$ cat src/rtl/mem_arb_pkg.sv
// Shared types and constants for the fetch / load-store memory arbiter.
package mem_arb_pkg;

  typedef enum logic [1:0] {
    OWN_NONE = 2'd0,
    OWN_IF   = 2'd1,
    OWN_LS   = 2'd2
  } owner_e;

  localparam int unsigned MEM_LAT_MIN    = 1;
  localparam int unsigned MEM_LAT_MAX    = 4;
  localparam int unsigned STARVE_MAX_DEF = 4;

endpackage

$ cat src/rtl/mem_arbiter_resp_tag_pipe.sv
// Owner-tag delay line: tracks who issued each memory read until its data returns.
module resp_tag_pipe
  import mem_arb_pkg::*;
#(
  parameter int unsigned DEPTH = 1
) (
  input  logic   clk,
  input  logic   clear,
  input  owner_e tag_in,
  output owner_e tag_out
);

  owner_e stage [DEPTH];

  always_ff @(posedge clk) begin
    if (clear) begin
      for (int unsigned i = 0; i < DEPTH; i++) begin
        stage[i] <= OWN_NONE;
      end
    end else begin
      stage[0] <= tag_in;
      for (int unsigned i = 1; i < DEPTH; i++) begin
        stage[i] <= stage[i-1];
      end
    end
  end

  assign tag_out = stage[DEPTH-1];

endmodule

$ cat src/rtl/mem_arbiter.sv
// Single-port memory arbiter between fetch and load/store, LS priority with a
// starvation bound for fetch, and fixed-latency response routing.
module mem_arbiter
  import mem_arb_pkg::*;
#(
  parameter int unsigned ADDR_W     = 10,
  parameter int unsigned MEM_LAT    = 1,
  parameter int unsigned STARVE_MAX = STARVE_MAX_DEF
) (
  input  logic              clk,
  input  logic              reset,
  input  logic              if_req,
  input  logic [ADDR_W-1:0] if_addr,
  output logic              if_gnt,
  output logic              if_rvalid,
  output logic [31:0]       if_rdata,
  input  logic              ls_req,
  input  logic              ls_we,
  input  logic [3:0]        ls_be,
  input  logic [31:0]       ls_addr,
  input  logic [31:0]       ls_wdata,
  output logic              ls_gnt,
  output logic              ls_rvalid,
  output logic [31:0]       ls_rdata,
  output logic              mem_en,
  output logic              mem_we,
  output logic [3:0]        mem_be,
  output logic [ADDR_W-1:0] mem_addr,
  output logic [31:0]       mem_wdata,
  input  logic [31:0]       mem_rdata
);

  localparam int unsigned CNT_W = $clog2(STARVE_MAX + 1);

  if (MEM_LAT < MEM_LAT_MIN || MEM_LAT > MEM_LAT_MAX) begin : g_bad_lat
    $error("mem_arbiter: MEM_LAT out of range");
  end

  logic [CNT_W-1:0] starve_cnt;
  logic             force_if;
  owner_e           tag_in;
  owner_e           tag_out;

  // Fetch wins a contended cycle only once it has lost STARVE_MAX in a row.
  always_comb begin
    force_if = (starve_cnt == CNT_W'(STARVE_MAX));
    if_gnt   = 1'b0;
    ls_gnt   = 1'b0;
    if (!reset) begin
      if (if_req && (!ls_req || force_if)) begin
        if_gnt = 1'b1;
      end else if (ls_req) begin
        ls_gnt = 1'b1;
      end
    end
  end

  always_ff @(posedge clk) begin
    if (reset || if_gnt || !if_req) begin
      starve_cnt <= '0;
    end else if (ls_gnt && !force_if) begin
      starve_cnt <= starve_cnt + 1'b1;
    end
  end

  always_comb begin
    mem_en    = if_gnt | ls_gnt;
    mem_we    = 1'b0;
    mem_be    = '0;
    mem_addr  = '0;
    mem_wdata = '0;
    tag_in    = OWN_NONE;
    if (if_gnt) begin
      mem_addr = if_addr;
      tag_in   = OWN_IF;
    end else if (ls_gnt) begin
      mem_addr  = ls_addr[ADDR_W+1:2];
      mem_we    = ls_we;
      mem_be    = ls_be;
      mem_wdata = ls_wdata;
      tag_in    = ls_we ? OWN_NONE : OWN_LS;
    end
  end

  resp_tag_pipe #(
    .DEPTH(MEM_LAT)
  ) u_tag_pipe (
    .clk    (clk),
    .clear  (reset),
    .tag_in (tag_in),
    .tag_out(tag_out)
  );

  // Gating with reset keeps a tag already at the output from escaping during reset.
  assign if_rvalid = !reset && (tag_out == OWN_IF);
  assign ls_rvalid = !reset && (tag_out == OWN_LS);
  assign if_rdata  = mem_rdata;
  assign ls_rdata  = mem_rdata;

endmodule

$ cat config.mk
export PLATFORM = sky130hd
export DESIGN_NAME = mem_arbiter
export DESIGN_NICKNAME = d
export VERILOG_FILES = /design/src/rtl/mem_arb_pkg.sv /design/src/rtl/mem_arbiter_resp_tag_pipe.sv /design/src/rtl/mem_arbiter.sv
export SDC_FILE = /design/constraint.sdc
export NUM_CORES = 1
export LEC_CHECK = 0
export BUFFER_PORTS_ARGS = -buffer_cell sky130_fd_sc_hd__clkbuf_2
export CAP_MARGIN = 5
export CORE_AREA = 2 2 89 91
export CTS_CLUSTER_DIAMETER = 40
export CTS_CLUSTER_SIZE = 24
export DETAILED_ROUTE_END_ITERATION = 10
export DIE_AREA = 0 0 91 93
export GPL_TIMING_DRIVEN = 0
export HOLD_SLACK_MARGIN = 0.05
export RECOVER_POWER = 25
export SETUP_SLACK_MARGIN = 0.4
export SLEW_MARGIN = 5
export SYNTH_ARGS = -nofsm -noshare
export SYNTH_HDL_FRONTEND = slang
export SYNTH_SLANG_ARGS = --single-unit
$ cat constraint.sdc
create_clock -name clk -period 1.7 [get_ports clk]
set_input_delay 0.085 -clock clk [delete_from_list [all_inputs] [get_ports clk]]
set_output_delay 0.085 -clock clk [all_outputs]
set_load 0.05 [all_outputs]
==> out/summary.json, run 1 <==
{
  "setup_path": {
    "timing.critical_path.buf_inv": 5,
    "start_kind": "flop",
    "r2r_setup_slack_ns": 0.33,
    "crit_chain": "inv_2, ha_4, and3_4, buf_8, buf_12, buf_12, nor3b_4, buf_8",
    "cp_slowest_cell": "sky130_fd_sc_hd__dfxtp_2",
    "critPathMaxStageDelay_ns": 0.33,
    "timing.critical_path.from": "starve_cnt[0]$_SDFFE_PP0P_",
    "cp_data_required_time_ns": 1.62,
    "crit_arrival_ns": 1.72,
    "reg_to_reg_startpoint": "starve_cnt[0]$_SDFFE_PP0P_",
    "crit_path_end_kind": "output pin",
    "crit_path_max_delay_family": "buffers and inverters",
    "worstSetupPathType": "flop to output pin",
    "worst-path-max-fanout": 7
  },
  "global_route": {
    "grt_start_max_net_pins": 11,
    "global_route.usage.total_pct": 12.4,
    "antenna_violations_before_repair": 0,
    "global_route_congestion_overflow_total": 0,
    "first_global_vias": 1838,
    "first_pass_grt_wire_length_um": 8780
  },
  "floorplanning": {
    "die-area_um2": 8460,
    "initial_core_utilization_pct": 18.0,
    "die_wd_um": 91,
    "fp-row-count": 32,
    "placeableCoreArea_um2": 7530,
    "ioPinCount": 231,
    "dieHeight_um": 93
  },
  "place": {
    "post-place-cells": 451,
    "gp_congestion": 0.788,
    "io_buffers": 176,
    "placement.cell_area_um2": 2970,
    "dp_hpwl_um": 4630
  },
  "detailed_routing": {
    "antenna_violating_nets_remaining": 0,
    "wire_per_inst_um": 12.9,
    "drt_pass1_iterations": 4,
    "detailroute.via_count": 1919,
    "vias_per_cell": 4.10,
    "finalWirelength_um": 6030,
    "post-route-drc-count": 0,
    "drtIter0Drc": 30
  },
  "synthesis": {
    "synth_compound_gate_area_share_pct": 9.41,
    "yosys_warnings": 0,
    "synth_cell_type_count": 19,
    "synth_sequential_area_ratio_pct": 7.38,
    "combinational_family_with_the_most_area_after_synthesis": "buffers and inverters",
    "synthTopCellsByCount": "sky130_fd_sc_hd__buf_4 (65), sky130_fd_sc_hd__nor3b_1 (40), sky130_fd_sc_hd__nand3b_1 (20)",
    "post-synth-top-count-cell": "sky130_fd_sc_hd__buf_4",
    "synth_seq_cells": 5,
    "ys_dominant_reg_cell": "sky130_fd_sc_hd__dfxtp_1",
    "synthesis.area_um2": 1360,
    "post_synth_xor_area_fraction_pct": 0,
    "syn_nets": 290,
    "postSynthAreaPerCell_um2": 7.84,
    "netlist_instances": 173,
    "portion_of_synthesized_cell_area_occupied_by_the_leading_cell_type_pct": 36.0,
    "ys_async_sr_fraction_pct": 0,
    "synth.mux.area_fraction_pct": 0,
    "synthTopCellsByArea": "sky130_fd_sc_hd__buf_4 (36%), sky130_fd_sc_hd__nor3b_1 (22%), sky130_fd_sc_hd__nand3b_1 (11%), sky130_fd_sc_hd__dfxtp_1 (7.4%), sky130_fd_sc_hd__o22ai_2 (7.4%)",
    "synth_edf_count": 0,
    "yosys.area_share.adder_pct": 1.85,
    "synthSimpleGateAreaFrac_pct": 38.6,
    "post-synth-top-area-cell": "sky130_fd_sc_hd__buf_4"
  },
  "timing": {
    "fmax_mhz": 554,
    "postLayoutSetupSlackWorst_ns": -0.105,
    "timing.final.setup_violations": 37,
    "worst-slew-pin-transition_ns": 0.593,
    "final_hold_viol_count": 0,
    "unrepaired_setup_endpoints_after_global_routing": "yes",
    "report.final.slew_viol_count": 0,
    "finClkSkew_ns": 0.00360,
    "min_period_ns": 1.80,
    "slew_headroom_pct": 60.7,
    "final.period_utilization_pct": 106
  },
  "finish": {
    "seq_area_um2": 103,
    "final_area_um2": 3690,
    "multi_input_comb_area_um2": 1220,
    "layoutNonFillerInstCount": 468,
    "syn2layout_area_growth_pct": 172,
    "fraction_of_final_layout_cells_with_drive_strength_greater_than_1_pct": 83.9,
    "final_net_count": 484,
    "antenna-diode-count": 0,
    "n_fill_cell": 726,
    "layout.core_utilization_pct": 49.1
  },
  "clocking": {
    "clock-root-buffer": "sky130_fd_sc_hd__clkbuf_8",
    "cts_sinks": 5,
    "cts.path.max_buffers": 2,
    "h-tree-depth": 1,
    "worstSkewPairLatency_ns": 0.22,
    "cts_tree": "yes",
    "tritoncts.num_buffers": 3,
    "cts.reportedPaths.clkPinSlew_ns": 0.04
  },
  "hold_path": {
    "timing.hold.worst.class": "input port to flop",
    "worst_hold_startpoint": "ls_we"
  },
  "power": {
    "power_density_nw_per_um2": 407,
    "p_total_mw": 1.50,
    "power_leakage_nw": 1.65,
    "vdd_drop_max_v": 0.000213
  },
  "outcome": {
    "run_status": "finished, violations left",
    "violations_in_the_final_reports": "negative setup slack"
  },
  "run": {
    "max-cap-violations": 0
  }
}
[routing by layer]
layer | track usage, % | vias up | part of all wire [%]
met5 | 0 | - | 0
met2 | 23.5 | 135 | 54
li1 | - | 919 | -
met1 | 14.1 | 861 | 35
met4 | 1.89 | 0 | 0.76
met3 | 3.46 | 4 | 11
[metrics by stage]
step                setup WS (ns)  hold WS (ns)  setup TNS, ns
CTS                        -0.107        0.0504          -1.40
global placement           -0.145         0.292          -3.41
global route               -0.165        0.0501          -4.09
finish                     -0.105        0.0495          -2.21
floorplan                   0.158         0.155              0
detailed placement         -0.171         0.291          -3.89
[flip-flops by register name, summed over array words and instances (netlist names)]
name and count:
starve_cnt 3, u_tag_pipe.stage 2
[power breakdown]
part / internal, mW / total (mW) / switching, mW
combinational: 0.462 / 1.16 / 0.696
clock: 0.161 / 0.220 / 0.0593
sequential: 0.121 / 0.123 / 0.00176
total: 0.745 / 1.50 / 0.757
[logic make-up after synthesis]
group                      Yosys count
buffers and inverters               82
adders and majority gates            2
and+or+nand+nor                     72
AOI/OAI and AO/OA                   12
DFF                                  5
[final timing paths]
kind | end | depth (start not counted)
worst max-delay path | mem_wdata[24] | 8
worst min-delay path | u_tag_pipe.stage[0][1]$_SDFF_PP0_ | 2
worst max register to register | u_tag_pipe.stage[0][1]$_SDFF_PP0_ | 8
worst min register to register | starve_cnt[0]$_SDFFE_PP0P_ | 2
[layout by cell type (no fill, tap or decap)]
cell	count
sky130_fd_sc_hd__nand3b_1	20
sky130_fd_sc_hd__dfxtp_2	2
sky130_fd_sc_hd__nor3_2	1
sky130_fd_sc_hd__buf_6	3
sky130_fd_sc_hd__and4b_1	1
sky130_fd_sc_hd__inv_2	2
sky130_fd_sc_hd__buf_8	49
sky130_fd_sc_hd__a21boi_4	1
sky130_fd_sc_hd__buf_16	1
sky130_fd_sc_hd__clkbuf_2	110
sky130_fd_sc_hd__clkbuf_16	2
sky130_fd_sc_hd__nor2_1	3
sky130_fd_sc_hd__nor2_4	1
sky130_fd_sc_hd__o22ai_4	10
sky130_fd_sc_hd__buf_2	1
sky130_fd_sc_hd__buf_12	8
sky130_fd_sc_hd__ha_4	1
sky130_fd_sc_hd__and3_4	1
sky130_fd_sc_hd__ha_1	1
sky130_fd_sc_hd__clkbuf_8	3
sky130_fd_sc_hd__a211oi_2	1
sky130_fd_sc_hd__nor3b_4	37
sky130_fd_sc_hd__inv_1	1
sky130_fd_sc_hd__buf_4	71
sky130_fd_sc_hd__nor3b_1	3
sky130_fd_sc_hd__nor2_2	1
sky130_fd_sc_hd__dfxtp_1	3
sky130_fd_sc_hd__clkbuf_1	24
sky130_fd_sc_hd__or3b_2	1
sky130_fd_sc_hd__nand2b_1	3
[final cells by class]
class	count	share of cell area [%]
plain buffers	79	17.8
clock buffers	4	1.22
inverters	3	0.305
multi-input cells	86	33.1
flip-flops and latches	5	2.78
well taps	102	3.46
repair buffers	189	41.3
[timing repair]
action	4_1_cts	5_1_grt
setup buffers	5	5
hold buffers	0	0
endpoints found under the setup margin	53	52
pin swaps	1	7
cloned	1	2
gates resized for setup	103	56
Note: power is estimated with default switching activity, not from simulation.
==> inputs of run 2 (changes only) <==
--- a/config.mk
+++ b/config.mk
@@ -5,13 +5,13 @@
 export SDC_FILE = /design/constraint.sdc
 export NUM_CORES = 1
 export LEC_CHECK = 0
-export BUFFER_PORTS_ARGS = -buffer_cell sky130_fd_sc_hd__clkbuf_2
 export CAP_MARGIN = 5
 export CORE_AREA = 2 2 89 91
 export CTS_CLUSTER_DIAMETER = 40
 export CTS_CLUSTER_SIZE = 24
 export DETAILED_ROUTE_END_ITERATION = 10
 export DIE_AREA = 0 0 91 93
+export DONT_BUFFER_PORTS = 1
 export GPL_TIMING_DRIVEN = 0
 export HOLD_SLACK_MARGIN = 0.05
 export RECOVER_POWER = 25
==> out/summary.json, run 2 (synthesized netlist as in run 1, its figures left out) <==
{
  "outcome": {
    "run_status": {"value": "finished, violations left", "change": "unchanged"},
    "violations_in_the_final_reports": {"value": "negative setup slack", "change": "unchanged"}
  },
  "power": {
    "pwr-share-seq": {"value": 10.3, "unit": "%", "change": "was 8.2%"},
    "power_leakage": {"value": 0.788, "unit": "nW", "change": "was 1.65 nW"},
    "comb_power_share": {"value": 71.4, "unit": "%", "change": "was 77.1%"},
    "power.share.switching": {"value": 56.5, "unit": "%", "change": "was 50.4%"},
    "p_total": {"value": 1.21, "unit": "mW", "change": "was 1.50 mW"},
    "internal_power": {"value": 0.526, "unit": "mW", "change": "was 0.745 mW"},
    "power_frac_clock": {"value": 18.3, "unit": "%", "change": "was 14.7%"},
    "vdd_drop_max": {"value": 0.000245, "unit": "V", "change": "was 0.000213 V"},
    "power_density": {"value": 501, "unit": "nW/um2", "change": "was 407 nW/um2"},
    "power.switching": {"value": 0.685, "unit": "mW", "change": "was 0.757 mW"}
  },
  "finish": {
    "top_library_cells_by_usage_in_the_layout_fill_and_taps_aside": {"value": "sky130_fd_sc_hd__buf_4 (51), sky130_fd_sc_hd__nor3b_4 (40), sky130_fd_sc_hd__clkbuf_1 (25), sky130_fd_sc_hd__nand3b_1 (20), sky130_fd_sc_hd__o22ai_4 (10)", "change": "was sky130_fd_sc_hd__clkbuf_2 (110), sky130_fd_sc_hd__buf_4 (71), sky130_fd_sc_hd__buf_8 (49), sky130_fd_sc_hd__nor3b_4 (37), sky130_fd_sc_hd__clkbuf_1 (24)"},
    "largest_reg_flops": {"value": 3, "change": "unchanged"},
    "final_area": {"value": 2410, "unit": "um2", "change": "was 3690 um2"},
    "top_regs": {"value": "starve_cnt: 3 flops, u_tag_pipe.stage: 2 flops", "change": "unchanged"},
    "regMostFlops": {"value": "starve_cnt", "change": "unchanged"},
    "final_net_count": {"value": 310, "change": "was 484"},
    "n_fill_cell": {"value": 784, "change": "was 726"},
    "layout.core_utilization": {"value": 32.1, "unit": "%", "change": "was 49.1%"},
    "layout.cells.most_common": {"value": "sky130_fd_sc_hd__buf_4", "change": "was sky130_fd_sc_hd__clkbuf_2"},
    "antenna-diode-count": {"value": 0, "change": "unchanged"},
    "fraction_of_final_layout_cells_with_drive_strength_greater_than_1": {"value": 71.4, "unit": "%", "change": "was 83.9%"},
    "syn2layout_area_growth": {"value": 78.0, "unit": "%", "change": "was 172%"}
  },
  "clocking": {
    "cts_tree": {"value": "yes", "change": "unchanged"},
    "clock-root-buffer": {"value": "sky130_fd_sc_hd__clkbuf_8", "change": "unchanged"},
    "h-tree-depth": {"value": 1, "change": "unchanged"},
    "worstSkewPairLatency": {"value": 0.22, "unit": "ns", "change": "about the same"},
    "cts.path.max_buffers": {"value": 2, "change": "unchanged"},
    "cts.reportedPaths.clkPinSlew": {"value": 0.04, "unit": "ns", "change": "about the same"},
    "cts_sinks": {"value": 5, "change": "unchanged"},
    "tritoncts.num_buffers": {"value": 3, "change": "unchanged"}
  },
  "floorplanning": {
    "die-area": {"value": 8460, "unit": "um2", "change": "unchanged"},
    "die_wd": {"value": 91, "unit": "um", "change": "unchanged"},
    "initial_core_utilization": {"value": 18.0, "unit": "%", "change": "unchanged"},
    "ioPinCount": {"value": 231, "change": "unchanged"},
    "fp-row-count": {"value": 32, "change": "unchanged"},
    "dieHeight": {"value": 93, "unit": "um", "change": "unchanged"},
    "placeableCoreArea": {"value": 7530, "unit": "um2", "change": "unchanged"}
  },
  "detailed_routing": {
    "post-route-drc-count": {"value": 0, "change": "unchanged"},
    "detailroute.wirelength.met3": {"value": 715, "unit": "um", "change": "was 668 um"},
    "wire_per_inst": {"value": 16.5, "unit": "um", "change": "was 12.9 um"},
    "routedLengthMet1": {"value": 1570, "unit": "um", "change": "was 2090 um"},
    "drt_pass1_iterations": {"value": 4, "change": "unchanged"},
    "topRoutingLayerUsed": {"value": "met4", "change": "unchanged"},
    "vias_per_cell": {"value": 4.42, "change": "was 4.10"},
    "wl_met2": {"value": 2540, "unit": "um", "change": "was 3230 um"},
    "finalWirelength": {"value": 4860, "unit": "um", "change": "was 6030 um"},
    "detailroute.via_count": {"value": 1299, "change": "was 1919"},
    "drtIter0Drc": {"value": 22, "change": "was 30"},
    "antenna_violating_nets_remaining": {"value": 0, "change": "unchanged"}
  },
  "global_route": {
    "grt_start_max_net_pins": {"value": 11, "change": "unchanged"},
    "first_global_vias": {"value": 1270, "change": "was 1838"},
    "global_route.usage.total": {"value": 9.95, "unit": "%", "change": "was 12.4%"},
    "antenna_violations_before_repair": {"value": 0, "change": "unchanged"},
    "global_route_congestion_overflow_total": {"value": 0, "change": "unchanged"},
    "first_pass_grt_wire_length": {"value": 6790, "unit": "um", "change": "was 8780 um"}
  },
  "setup_path": {
    "crit_arrival": {"value": 1.75, "unit": "ns", "change": "was 1.72 ns"},
    "regToRegEndpoint": {"value": "u_tag_pipe.stage[0][1]$_SDFF_PP0_", "change": "unchanged"},
    "worst-path-max-fanout": {"value": 10, "change": "was 7"},
    "worstSetupPathType": {"value": "flop to output pin", "change": "unchanged"},
    "cp_data_required_time": {"value": 1.62, "unit": "ns", "change": "about the same"},
    "reg_to_reg_startpoint": {"value": "starve_cnt[0]$_SDFFE_PP0P_", "change": "unchanged"},
    "crit_path_end_kind": {"value": "output pin", "change": "unchanged"},
    "endpoint": {"value": "mem_be[1]", "change": "was mem_wdata[24]"},
    "timing.critical_path.from": {"value": "starve_cnt[0]$_SDFFE_PP0P_", "change": "unchanged"},
    "r2r_setup_slack": {"value": 0.33, "unit": "ns", "change": "about the same"},
    "start_kind": {"value": "flop", "change": "unchanged"},
    "worstRegToRegCells": {"value": 7, "change": "was 8"}
  },
  "timing": {
    "fmax": {"value": 545, "unit": "MHz", "change": "was 554 MHz"},
    "final_hold_viol_count": {"value": 0, "change": "unchanged"},
    "timing.final.setup_violations": {"value": 48, "change": "was 37"},
    "finClkSkew": {"value": 0.000703, "unit": "ns", "change": "was 0.00360 ns"},
    "worst-slew-pin-transition": {"value": 1.21, "unit": "ns", "change": "was 0.593 ns"},
    "final.period_utilization": {"value": 108, "unit": "%", "change": "was 106%"},
    "worst_hold_margin": {"value": 0.0635, "unit": "ns", "change": "was 0.0495 ns"},
    "postLayoutSetupSlackWorst": {"value": -0.136, "unit": "ns", "change": "was -0.105 ns"},
    "slew_headroom": {"value": 19.2, "unit": "%", "change": "was 60.7%"},
    "unrepaired_setup_endpoints_after_global_routing": {"value": "yes", "change": "unchanged"},
    "totalNegativeSetupSlack": {"value": -5.04, "unit": "ns", "change": "was -2.21 ns"},
    "min_period": {"value": 1.84, "unit": "ns", "change": "was 1.80 ns"},
    "report.final.slew_viol_count": {"value": 0, "change": "unchanged"}
  },
  "place": {
    "gp_congestion": {"value": 0.740, "change": "was 0.788"},
    "io_buffers": {"value": 0, "change": "was 176"},
    "dp_hpwl": {"value": 3890, "unit": "um", "change": "was 4630 um"},
    "placement.cell_area": {"value": 2100, "unit": "um2", "change": "was 2970 um2"}
  },
  "hold_path": {
    "timing.hold.worst.class": {"value": "input port to flop", "change": "unchanged"}
  },
  "run": {
    "max-cap-violations": {"value": 0, "change": "unchanged"}
  }
}
==> run 2: final cells by class <==
class | instances | area (um2) | share of cell area (%)
timing repair buffer | 15 | 226 | 9.38
multi-input combinational | 86 | 1290 | 53.3
sequential | 5 | 103 | 4.25
tap | 102 | 128 | 5.28
buffer | 79 | 614 | 25.4
clock buffer | 4 | 45.0 | 1.87
inverter | 3 | 11.3 | 0.466
==> run 2: timing repair <==
item,4_1_cts,5_1_grt
gates cloned,2,3
endpoints found under the hold margin,1,0
resized for setup,16,13
endpoints found under the setup margin,55,53
pin swaps,7,10
hold buffers,1,0
buffers inserted,6,3
==> run 2: power by group through the flow <==
| stage | clock [mW] | sequential (mW) | combinational, mW |
|---|---|---|---|
| 6_report | 0.222 | 0.124 | 0.865 |
| 5_1_grt | 0.239 | 0.124 | 0.892 |
| 4_1_cts | 0.228 | 0.124 | 0.882 |
| 3_5_place_dp | 0 | 0.126 | 0.853 |
| 3_3_place_gp | 0 | 0.125 | 0.848 |
| 2_1_floorplan | 0 | 0.125 | 0.816 |
==> run 2: metal layers <==
metal  track usage, %  up-vias
met5                0        -
met4             2.02        0
met3             5.24        4
met2             18.5      138
met1             9.91      592
li1                 -      565
==> run 2: per-stage QoR <==
step                      worst slack, ns  cells
after floorplan                     0.158    173
after global placement            -0.0398    275
after detailed placement          -0.0436    275
after CTS                          -0.127    288
after global routing               -0.183    294
final                              -0.136    294
==> run 2: critical path, cell delays in order (launching register included) <==
cell and delay [ns]:
sky130_fd_sc_hd__dfxtp_2 0.33, sky130_fd_sc_hd__inv_2 0.05, sky130_fd_sc_hd__ha_4 0.15, sky130_fd_sc_hd__and3_4 0.17
sky130_fd_sc_hd__buf_12 0.15, sky130_fd_sc_hd__buf_12 0.16, sky130_fd_sc_hd__nor3b_4 0.52
==> run 2: how the worst min path moves through the flow <==
stage / startpoint / end / slack [ns] / depth (start not counted)
final: if_req / starve_cnt[1]$_SDFFE_PP0P_ / 0.06 / 1
after global routing: if_req / starve_cnt[1]$_SDFFE_PP0P_ / 0.05 / 1
after CTS: if_req / starve_cnt[1]$_SDFFE_PP0P_ / 0.05 / 1
after detailed placement: ls_we / u_tag_pipe.stage[0][1]$_SDFF_PP0_ / 0.16 / 1
after global placement: ls_we / u_tag_pipe.stage[0][1]$_SDFF_PP0_ / 0.16 / 1
after floorplan: ls_we / u_tag_pipe.stage[0][1]$_SDFF_PP0_ / 0.15 / 1
==> inputs of run 3 (changes only) <==
--- a/config.mk
+++ b/config.mk
@@ -15,7 +15,8 @@
 export GPL_TIMING_DRIVEN = 0
 export HOLD_SLACK_MARGIN = 0.05
 export RECOVER_POWER = 25
-export SETUP_SLACK_MARGIN = 0.4
+export REMOVE_ABC_BUFFERS = 1
+export SETUP_SLACK_MARGIN = 0.5
 export SLEW_MARGIN = 5
 export SYNTH_ARGS = -nofsm -noshare
 export SYNTH_HDL_FRONTEND = slang
==> out/summary.json, run 3 (synthesized netlist as in run 1, its figures left out) <==
{
  "timing": {
    "timing.final.setup_violations": {"value": 41, "change": "was 48"},
    "slew_headroom": {"value": 25.5, "unit": "%", "change": "was 19.2%"},
    "totalNegativeSetupSlack": {"value": -6.02, "unit": "ns", "change": "was -5.04 ns"},
    "finClkSkew": {"value": 0.00356, "unit": "ns", "change": "was 0.000703 ns"},
    "worst-slew-pin-transition": {"value": 1.12, "unit": "ns", "change": "was 1.21 ns"},
    "min_period": {"value": 1.89, "unit": "ns", "change": "was 1.84 ns"},
    "fmax": {"value": 528, "unit": "MHz", "change": "was 545 MHz"},
    "final_hold_viol_count": {"value": 0, "change": "unchanged"},
    "postLayoutSetupSlackWorst": {"value": -0.195, "unit": "ns", "change": "was -0.136 ns"},
    "report.final.slew_viol_count": {"value": 0, "change": "unchanged"},
    "final.period_utilization": {"value": 111, "unit": "%", "change": "was 108%"},
    "unrepaired_setup_endpoints_after_global_routing": {"value": "yes", "change": "unchanged"}
  },
  "finish": {
    "largest_reg_flops": {"value": 3, "change": "unchanged"},
    "n_fill_cell": {"value": 830, "change": "was 784"},
    "top_library_cells_by_usage_in_the_layout_fill_and_taps_aside": {"value": "sky130_fd_sc_hd__nor3b_4 (40), sky130_fd_sc_hd__nand3b_1 (20), sky130_fd_sc_hd__o22ai_4 (10), sky130_fd_sc_hd__buf_16 (6), sky130_fd_sc_hd__buf_4 (6)", "change": "was sky130_fd_sc_hd__buf_4 (51), sky130_fd_sc_hd__nor3b_4 (40), sky130_fd_sc_hd__clkbuf_1 (25), sky130_fd_sc_hd__nand3b_1 (20), sky130_fd_sc_hd__o22ai_4 (10)"},
    "fraction_of_final_layout_cells_with_drive_strength_greater_than_1": {"value": 75.0, "unit": "%", "change": "was 71.4%"},
    "multi_input_comb_area": {"value": 1290, "unit": "um2", "change": "unchanged"},
    "final_net_count": {"value": 238, "change": "was 310"},
    "antenna-diode-count": {"value": 0, "change": "unchanged"},
    "layout.cells.most_common": {"value": "sky130_fd_sc_hd__nor3b_4", "change": "was sky130_fd_sc_hd__buf_4"},
    "regMostFlops": {"value": "starve_cnt", "change": "unchanged"},
    "top_regs": {"value": "starve_cnt: 3 flops, u_tag_pipe.stage: 2 flops", "change": "unchanged"},
    "seq_area": {"value": 105, "unit": "um2", "change": "was 103 um2"},
    "syn2layout_area_growth": {"value": 44.6, "unit": "%", "change": "was 78.0%"},
    "final_area": {"value": 1960, "unit": "um2", "change": "was 2410 um2"}
  },
  "clocking": {
    "tritoncts.num_buffers": {"value": 3, "change": "unchanged"},
    "cts_sinks": {"value": 5, "change": "unchanged"},
    "cts.path.max_buffers": {"value": 2, "change": "unchanged"},
    "worstSkewPairLatency": {"value": 0.22, "unit": "ns", "change": "about the same"},
    "h-tree-depth": {"value": 1, "change": "unchanged"},
    "cts.reportedPaths.clkPinSlew": {"value": 0.04, "unit": "ns", "change": "about the same"},
    "cts_tree": {"value": "yes", "change": "unchanged"},
    "clock-root-buffer": {"value": "sky130_fd_sc_hd__clkbuf_8", "change": "unchanged"}
  },
  "setup_path": {
    "worstSetupPathType": {"value": "flop to output pin", "change": "unchanged"},
    "worst-path-max-fanout": {"value": 4, "change": "was 10"},
    "crit_path_max_delay_family": {"value": "simple AND/OR/NAND/NOR gates", "change": "unchanged"},
    "crit_chain": {"value": "inv_2, ha_4, and3_4, bufbuf_16, nor3b_4", "change": "was inv_2, ha_4, and3_4, buf_12, buf_12, nor3b_4"},
    "critPathMaxStageDelay": {"value": 0.59, "unit": "ns", "change": "was 0.52 ns"},
    "crit_arrival": {"value": 1.81, "unit": "ns", "change": "was 1.75 ns"},
    "cp_slowest_cell": {"value": "sky130_fd_sc_hd__nor3b_4", "change": "unchanged"},
    "cp_data_required_time": {"value": 1.62, "unit": "ns", "change": "about the same"},
    "timing.critical_path.buf_inv": {"value": 2, "change": "was 3"},
    "crit_path_end_kind": {"value": "output pin", "change": "unchanged"},
    "start_kind": {"value": "flop", "change": "unchanged"}
  },
  "power": {
    "power_leakage": {"value": 0.535, "unit": "nW", "change": "was 0.788 nW"},
    "power_density": {"value": 412, "unit": "nW/um2", "change": "was 501 nW/um2"},
    "vdd_drop_max": {"value": 0.000207, "unit": "V", "change": "was 0.000245 V"}
  },
  "run": {
    "max-cap-violations": {"value": 0, "change": "unchanged"}
  },
  "detailed_routing": {
    "post-route-drc-count": {"value": 0, "change": "unchanged"},
    "drtIter0Drc": {"value": 42, "change": "was 22"},
    "antenna_violating_nets_remaining": {"value": 0, "change": "unchanged"},
    "drt_pass1_iterations": {"value": 4, "change": "unchanged"},
    "wire_per_inst": {"value": 43.1, "unit": "um", "change": "was 16.5 um"},
    "finalWirelength": {"value": 9560, "unit": "um", "change": "was 4860 um"},
    "detailroute.via_count": {"value": 1151, "change": "was 1299"},
    "vias_per_cell": {"value": 5.18, "change": "was 4.42"}
  },
  "global_route": {
    "global_route_congestion_overflow_total": {"value": 0, "change": "unchanged"},
    "global_route.usage.total": {"value": 21.7, "unit": "%", "change": "was 9.95%"},
    "first_global_vias": {"value": 1217, "change": "was 1270"},
    "grt_start_max_net_pins": {"value": 40, "change": "was 11"},
    "first_pass_grt_wire_length": {"value": 12300, "unit": "um", "change": "was 6790 um"},
    "antenna_violations_before_repair": {"value": 0, "change": "unchanged"}
  },
  "place": {
    "io_buffers": {"value": 0, "change": "unchanged"},
    "gp_congestion": {"value": 0.723, "change": "was 0.740"},
    "dp_hpwl": {"value": 7730, "unit": "um", "change": "was 3890 um"},
    "placement.cell_area": {"value": 1140, "unit": "um2", "change": "was 2100 um2"},
    "pre_cts_ws": {"value": -0.500, "unit": "ns", "change": "was -0.0436 ns"}
  },
  "hold_path": {
    "timing.hold.worst.class": {"value": "input port to flop", "change": "unchanged"}
  },
  "floorplanning": {
    "die-area": {"value": 8460, "unit": "um2", "change": "unchanged"},
    "initial_core_utilization": {"value": 18.0, "unit": "%", "change": "unchanged"},
    "ioPinCount": {"value": 231, "change": "unchanged"},
    "fp-row-count": {"value": 32, "change": "unchanged"},
    "die_wd": {"value": 91, "unit": "um", "change": "unchanged"},
    "placeableCoreArea": {"value": 7530, "unit": "um2", "change": "unchanged"},
    "dieHeight": {"value": 93, "unit": "um", "change": "unchanged"}
  },
  "outcome": {
    "run_status": {"value": "finished, violations left", "change": "unchanged"},
    "violations_in_the_final_reports": {"value": "negative setup slack", "change": "unchanged"}
  }
}
-- run 3: metal layers --
layer / global-route usage [%] / part of all wire (%) / vias to the layer above
met5: 5.77 / 0.50 / -
met1: 16.9 / 27 / 520
met3: 31.6 / 31 / 4
li1: - / - / 423
met2: 31.4 / 42 / 202
met4: 1.77 / 0.084 / 2
-- run 3: area by class of cell --
cell class / count / share of cell area [%]
Inverter: 3 / 0.574
Clock buffer: 4 / 2.30
Sequential cell: 5 / 5.36
Multi-Input combinational cell: 86 / 65.7
Timing Repair Buffer: 22 / 19.6
Tap cell: 102 / 6.51
-- run 3: metrics by stage --
stage	hold WS (ns)	cells	utilization [%]	power, mW
floorplan	0.155	94	-	0.407
global placement	0.160	196	12.2	0.435
detailed placement	0.159	197	15.1	0.462
CTS	0.0728	221	25.8	0.807
global route	0.0719	222	26.0	0.832
finish	0.0665	222	26.0	0.807
-- run 3: timing repair --
action,4_1_cts,5_1_grt
buffers inserted,12,1
endpoints found under the setup margin,56,54
pin swaps,54,5
hold buffers,2,0
gates cloned,6,0
gates resized for setup,87,3
hold endpoints to repair,2,0
-- run 3: path summary, 6_finish.rpt --
path                                    from                          to  slack (ns)  cells after the start
setup reg to reg  starve_cnt[0]$_SDFFE_PP0P_  starve_cnt[2]$_SDFFE_PP0P_        0.42                      5
hold / removal                        if_req  starve_cnt[1]$_SDFFE_PP0P_        0.07                      1
setup / recovery  starve_cnt[0]$_SDFFE_PP0P_               mem_wdata[16]       -0.19                      5
hold reg to reg   starve_cnt[0]$_SDFFE_PP0P_  starve_cnt[0]$_SDFFE_PP0P_        0.54                      2
-- run 3: where the power goes --
group / switching, mW / leakage (nW) / internal, mW
logic: 0.306 / 0.470 / 0.149
clock network: 0.0668 / 0.0228 / 0.162
registers: 0.00268 / 0.0424 / 0.122
total: 0.375 / 0.535 / 0.432
-- run 3: worst reg2reg max path, delay by kind of cell, from the launching register on --
family                     cells  cell delay (ns)
and+or+nand+nor                1             0.37
DFF                            1             0.32
buffers and inverters          2             0.18
AOI/OAI and AO/OA              1             0.18
adders and majority gates      1             0.15
